==> src/rtl/soundbar_level_ctrl.sv <==
// rtl/soundbar_level_ctrl.sv - mic peak window to frame-synchronous sound-bar level and peak marker
// Levels only change on an unfrozen frame_begin so the bar never tears mid-frame.
module soundbar_level_ctrl #(
   parameter int WINDOW       = 4000,
   parameter int MIC_FLOOR    = 2048,
   parameter int HOLD_FRAMES  = 30,
   parameter int DECAY_FRAMES = 4
) (
   input  logic        clock,
   input  logic        reset_n,
   input  logic        sample_valid,
   input  logic [11:0] mic_in,
   input  logic        frame_begin,
   input  logic        freeze,
   output logic [15:0] level_therm,
   output logic [4:0]  level_idx,
   output logic [4:0]  peak_idx,
   output logic        level_valid
);

   localparam int CW = (WINDOW > 1)       ? $clog2(WINDOW)       : 1;
   localparam int HW = (HOLD_FRAMES > 1)  ? $clog2(HOLD_FRAMES)  : 1;
   localparam int DW = (DECAY_FRAMES > 1) ? $clog2(DECAY_FRAMES) : 1;

   typedef enum logic {PK_HOLD, PK_DECAY} pk_state_t;

   pk_state_t       pk_state;
   logic [CW-1:0]   cnt;
   logic [11:0]     cur_max;
   logic [4:0]      win_lvl;
   logic            pending;
   logic [HW-1:0]   hold_cnt;
   logic [DW-1:0]   decay_cnt;

   logic [11:0]     amp;
   logic [11:0]     win_max;
   logic [4:0]      win_next;
   logic [4:0]      new_lvl;
   logic            frame_go;
   logic            commit;

   function automatic logic [15:0] therm(input logic [4:0] n);
      logic [16:0] t;
      t = (17'd1 << n) - 17'd1;
      return t[15:0];
   endfunction

   always_comb begin
      amp = '0;
      if (mic_in >= 12'(MIC_FLOOR))
         amp = mic_in - 12'(MIC_FLOOR);
      else
         amp = 12'(MIC_FLOOR) - mic_in;
      win_max  = (amp > cur_max) ? amp : cur_max;
      win_next = (win_max[11:7] > 5'd16) ? 5'd16 : win_max[11:7];
      frame_go = frame_begin & ~freeze;
      commit   = frame_go & pending;
      // The peak FSM sees the level as it will be after this frame's commit.
      new_lvl  = commit ? win_lvl : level_idx;
   end

   always_ff @(posedge clock) begin
      if (!reset_n) begin
         level_therm <= '0;
         level_idx   <= '0;
         peak_idx    <= '0;
         level_valid <= 1'b0;
         pk_state    <= PK_HOLD;
         cnt         <= '0;
         cur_max     <= '0;
         win_lvl     <= '0;
         pending     <= 1'b0;
         hold_cnt    <= '0;
         decay_cnt   <= '0;
      end else begin
         level_valid <= commit;
         if (commit) begin
            level_idx   <= win_lvl;
            level_therm <= therm(win_lvl);
            pending     <= 1'b0;
         end

         if (frame_go) begin
            if (new_lvl >= peak_idx) begin
               peak_idx <= new_lvl;
               hold_cnt <= HW'(HOLD_FRAMES - 1);
               pk_state <= PK_HOLD;
            end else begin
               case (pk_state)
                  PK_HOLD: begin
                     if (hold_cnt != '0) begin
                        hold_cnt <= hold_cnt - 1'b1;
                     end else begin
                        pk_state  <= PK_DECAY;
                        decay_cnt <= DW'(DECAY_FRAMES - 1);
                     end
                  end
                  PK_DECAY: begin
                     if (decay_cnt != '0) begin
                        decay_cnt <= decay_cnt - 1'b1;
                     end else begin
                        decay_cnt <= DW'(DECAY_FRAMES - 1);
                        if ((peak_idx - 5'd1) <= new_lvl) begin
                           peak_idx <= new_lvl;
                           pk_state <= PK_HOLD;
                           hold_cnt <= '0;
                        end else begin
                           peak_idx <= peak_idx - 5'd1;
                        end
                     end
                  end
                  default: pk_state <= PK_HOLD;
               endcase
            end
         end

         // Placed after the commit so a window closing on a frame edge stays pending.
         if (sample_valid) begin
            if (cnt == CW'(WINDOW - 1)) begin
               win_lvl <= win_next;
               pending <= 1'b1;
               cur_max <= '0;
               cnt     <= '0;
            end else begin
               cur_max <= win_max;
               cnt     <= cnt + 1'b1;
            end
         end
      end
   end

endmodule
==> config.mk <==
export PLATFORM = sky130hd
export DESIGN_NAME = soundbar_level_ctrl
export DESIGN_NICKNAME = d
export VERILOG_FILES = /design/src/rtl/soundbar_level_ctrl.sv
export SDC_FILE = /design/constraint.sdc
export NUM_CORES = 1
export LEC_CHECK = 0
export BUFFER_PORTS_ARGS = -buffer_cell sky130_fd_sc_hd__buf_4
export CORE_MARGIN = 2
export CORE_UTILIZATION = 40
export CTS_CLUSTER_SIZE = 24
export DETAILED_ROUTE_END_ITERATION = 10
export HOLD_SLACK_MARGIN = 0.02
export PLACE_DENSITY_LB_ADDON = 0.2
export SYNTH_ARGS = -nofsm -noshare
export SYNTH_HDL_FRONTEND = slang
export SYNTH_SLANG_ARGS = --single-unit
==> constraint.sdc <==
create_clock -name clock -period 7 [get_ports clock]
set_input_delay 0.35 -clock clock [delete_from_list [all_inputs] [get_ports clock]]
set_output_delay 0.35 -clock clock [all_outputs]
set_load 0.01 [all_outputs]
==> results.py <==
metrics = {
    "placement": {
        "port_buffers": 43,
        "place_congestion": 0.872,
        "dpl.hpwl_um": 6410,
    },
    "sta": {
        "hold_slack_ns": 0.335,
        "clock_skew_ns": 0.00931,
        "setup_viol": 0,
        "finalMaxSlewViolations": 0,
        "fin_crit_ns": 3.29,
        "final.setup.tns_ns": 0,
        "worst_pin_slew_ns": 0.904,
        "rsz0062_at_grt": "false",
        "layout_worst_path_cycle_share_pct": 47.0,
        "max_freq_ghz": 0.304,
        "hold_viol": 0,
        "relSlewSlack_pct": 39.7,
    },
    "pwr": {
        "leakage_nw": 1.94,
        "powerDensity_nw_per_um2": 185,
        "ir_drop_mv": 0.0746,
    },
    "floorplan": {
        "die_y_um": 103,
        "core_um2": 9590,
        "dieWidth_um": 103,
        "rows": 36,
        "initial_core_util_pct": 40.6,
        "dieArea_um2": 10600,
        "io-pin-count": 44,
    },
    "logic_synthesis": {
        "synth_fa_ha_area_share_pct": 9.31,
        "synthCells": 483,
        "synth_compound_area_share_pct": 21.9,
        "ys_seq_area_share_pct": 33.4,
        "yosysWarnings": 0,
        "synth_cell_type_count": 58,
        "yosys.area_share.simple_pct": 21.6,
        "async_flop_share_pct": 0,
        "syn_nets": 529,
        "synth_area_um2": 3900,
        "synth_top_family_by_area": "compound AO/OA/AOI/OAI gates",
        "synth_area_leaders": "dfxtp_1 (33%), ha_1 (9.3%), nand2_1 (4.5%)",
        "synth_xor_area_share_pct": 4.94,
        "yosysTopAreaCellShare_pct": 33.4,
        "synth.avg_cell_area_um2": 8.07,
        "synth_seq_cells": 65,
        "synth_ff_type": "dfxtp_1",
        "yosysTopAreaCell": "dfxtp_1",
        "synth_mux_area_share_pct": 2.34,
        "synth_edf_count": 0,
    },
    "job": {
        "maxCapViolCount": 0,
    },
    "global_route": {
        "grt_pass1_vias": 3313,
        "grt_max_degree": 61,
        "grt_pass1_wl_um": 14900,
        "grt_use_total_pct": 17.8,
        "antenna_found_initial": 0,
        "grt-ovfl-total": 0,
    },
    "worst_setup_path": {
        "path_max_fanout": 12,
        "path_class": "primary input to register",
        "cp.required_ns": 7.22,
        "setup.worst_path.start_class": "primary input",
        "crit_slowest_cell": "nor3_1",
        "max_stage_delay_ns": 0.50,
        "cpMostUsedCell": "a31oi_1",
        "end_kind": "register",
        "arrival_ns": 3.51,
        "crit_path_cell_trace": "buf_4, nor3_1, a31oi_1, xnor2_1, inv_1, ha_1, nand4_1, or2_1, a21o_1, a31oi_1, o21a_1, o2bb2ai_1",
    },
    "clock_network": {
        "clk_path_buf_depth": 2,
        "cts_buffers": 9,
        "post-cts-setup-buffers": 0,
        "cts_resized": 0,
        "htreeDepth": 3,
        "clk_pin_slew_ns": 0.08,
        "cts.sinks": 65,
        "cts_tree": "built",
        "clk-insertion-delay-late_ns": 0.34,
        "cts-root-buf": "clkbuf_8",
        "cts_hold_buf": 0,
    },
    "layout": {
        "mostFrequentLayoutCell": "dfxtp_1",
        "drive_above_1_share_pct": 14.3,
        "ff_latch_area_um2": 1300,
        "layout_common_cells": "dfxtp_1 (65), nand2_1 (47), buf_4 (43)",
        "syn2layout_area_growth_pct": 15.1,
        "diodes": 0,
        "multi_input_area_um2": 2340,
        "finalNetCount": 558,
        "fillers": 965,
    },
    "routing": {
        "first_pass_iters": 4,
        "wl_per_cell_um": 13.5,
        "drtIter0Drc": 123,
        "wl_um": 8780,
        "antenna_left": 0,
        "routed_via_density": 5.28,
        "route.detailed.drc": 0,
        "num_vias": 3430,
    },
    "outcome": {
        "status": "finished clean",
    },
    "hold_path": {
        "hold_path.class": "primary input to register",
    },
}
## layer usage
layer  part of all wire, %  GRT usage (%)
met4                  0.68           7.38
met3                   4.8           3.25
met1                    47           23.0
met2                    47           29.2
met5                     0              0
## synthesized netlist by cell type (2+ instances only)
cell type / n
ha_1: 29
o211a_1: 10
and3_1: 7
nor4_1: 4
a31oi_1: 14
xnor2_1: 8
dfxtp_1: 65
nor3_1: 13
nand3_1: 23
o31ai_1: 3
o22ai_2: 4
buf_2: 2
nand2_1: 47
o32ai_1: 2
clkbuf_1: 22
mux2i_1: 8
o21ai_0: 26
a21oi_1: 27
nand4_1: 5
o22ai_1: 4
a21boi_0: 8
nor2b_1: 9
inv_1: 40
nor2_1: 31
a21o_1: 3
and2_1: 8
nor3b_1: 2
o2bb2ai_1: 8
o21a_1: 3
o211ai_1: 2
nand2b_1: 5
xor2_1: 14
or2_2: 2
## kinds of logic (layout without fill, tap and decap cells)
kind of cell | count (synthesis) | in the layout
buffers and inverters | 65 | 99
and+or+nand+nor | 168 | 168
muxes | 9 | 9
AOI/OAI and AO/OA | 125 | 125
adders and majority gates | 29 | 29
xor gates and xnor gates | 22 | 22
DFF | 65 | 65
## worst paths after layout
kind	slack (ns)	cells past startpoint	startpoint	to
min reg2reg	0.47	2	cur_max[3]	cur_max[3]
max reg2reg	3.88	8	pending	hold_cnt[4]
min	0.34	3	mic_in[10]	cur_max[10]
max	3.71	12	mic_in[0]	cur_max[10]
## state kept, by name, indices dropped and copies added (netlist names)
signal / cells
cur_max: 12
level_valid: 1
peak_idx: 5
pk_state: 1
level_idx: 5
decay_cnt: 2
cnt: 12
level_therm: 16
hold_cnt: 5
win_lvl: 5
pending: 1
## critical path: cells and delay by family
family | cells | cell delay (ns)
fa+ha+maj | 1 | 0.30
simple gates | 3 | 0.92
buf+inv | 2 | 0.20
xor+xnor | 1 | 0.39
compound gates | 5 | 1.33
## power by group
part,switching [mW],total [mW],internal (mW)
sequential,0.00803,0.388,0.380
combinational,0.0669,0.115,0.0479
clock,0.156,0.329,0.174
total,0.231,0.832,0.602
## through the flow
stage	std cells	instance area (um2)	setup WS, ns	util (%)	total power, mW
after CTS	650	4490	3.74	46.8	0.844
after detailed placement	634	4280	3.35	44.7	0.512
after floorplan	483	3900	4.08	-	0.484
final	650	4490	3.71	46.8	0.832
after global placement	634	4280	3.45	44.7	0.510
after global routing	650	4490	3.42	46.8	0.874
## area by class of cell
class	count	area share [%]
multi-input cells	353	52.2
clock inverters	6	1.51
well taps	133	3.71
clock buffers	10	3.07
inverters	40	3.34
flip-flops and latches	65	29.0
repair buffers	43	7.19
Power figures use the tool's default switching activity.
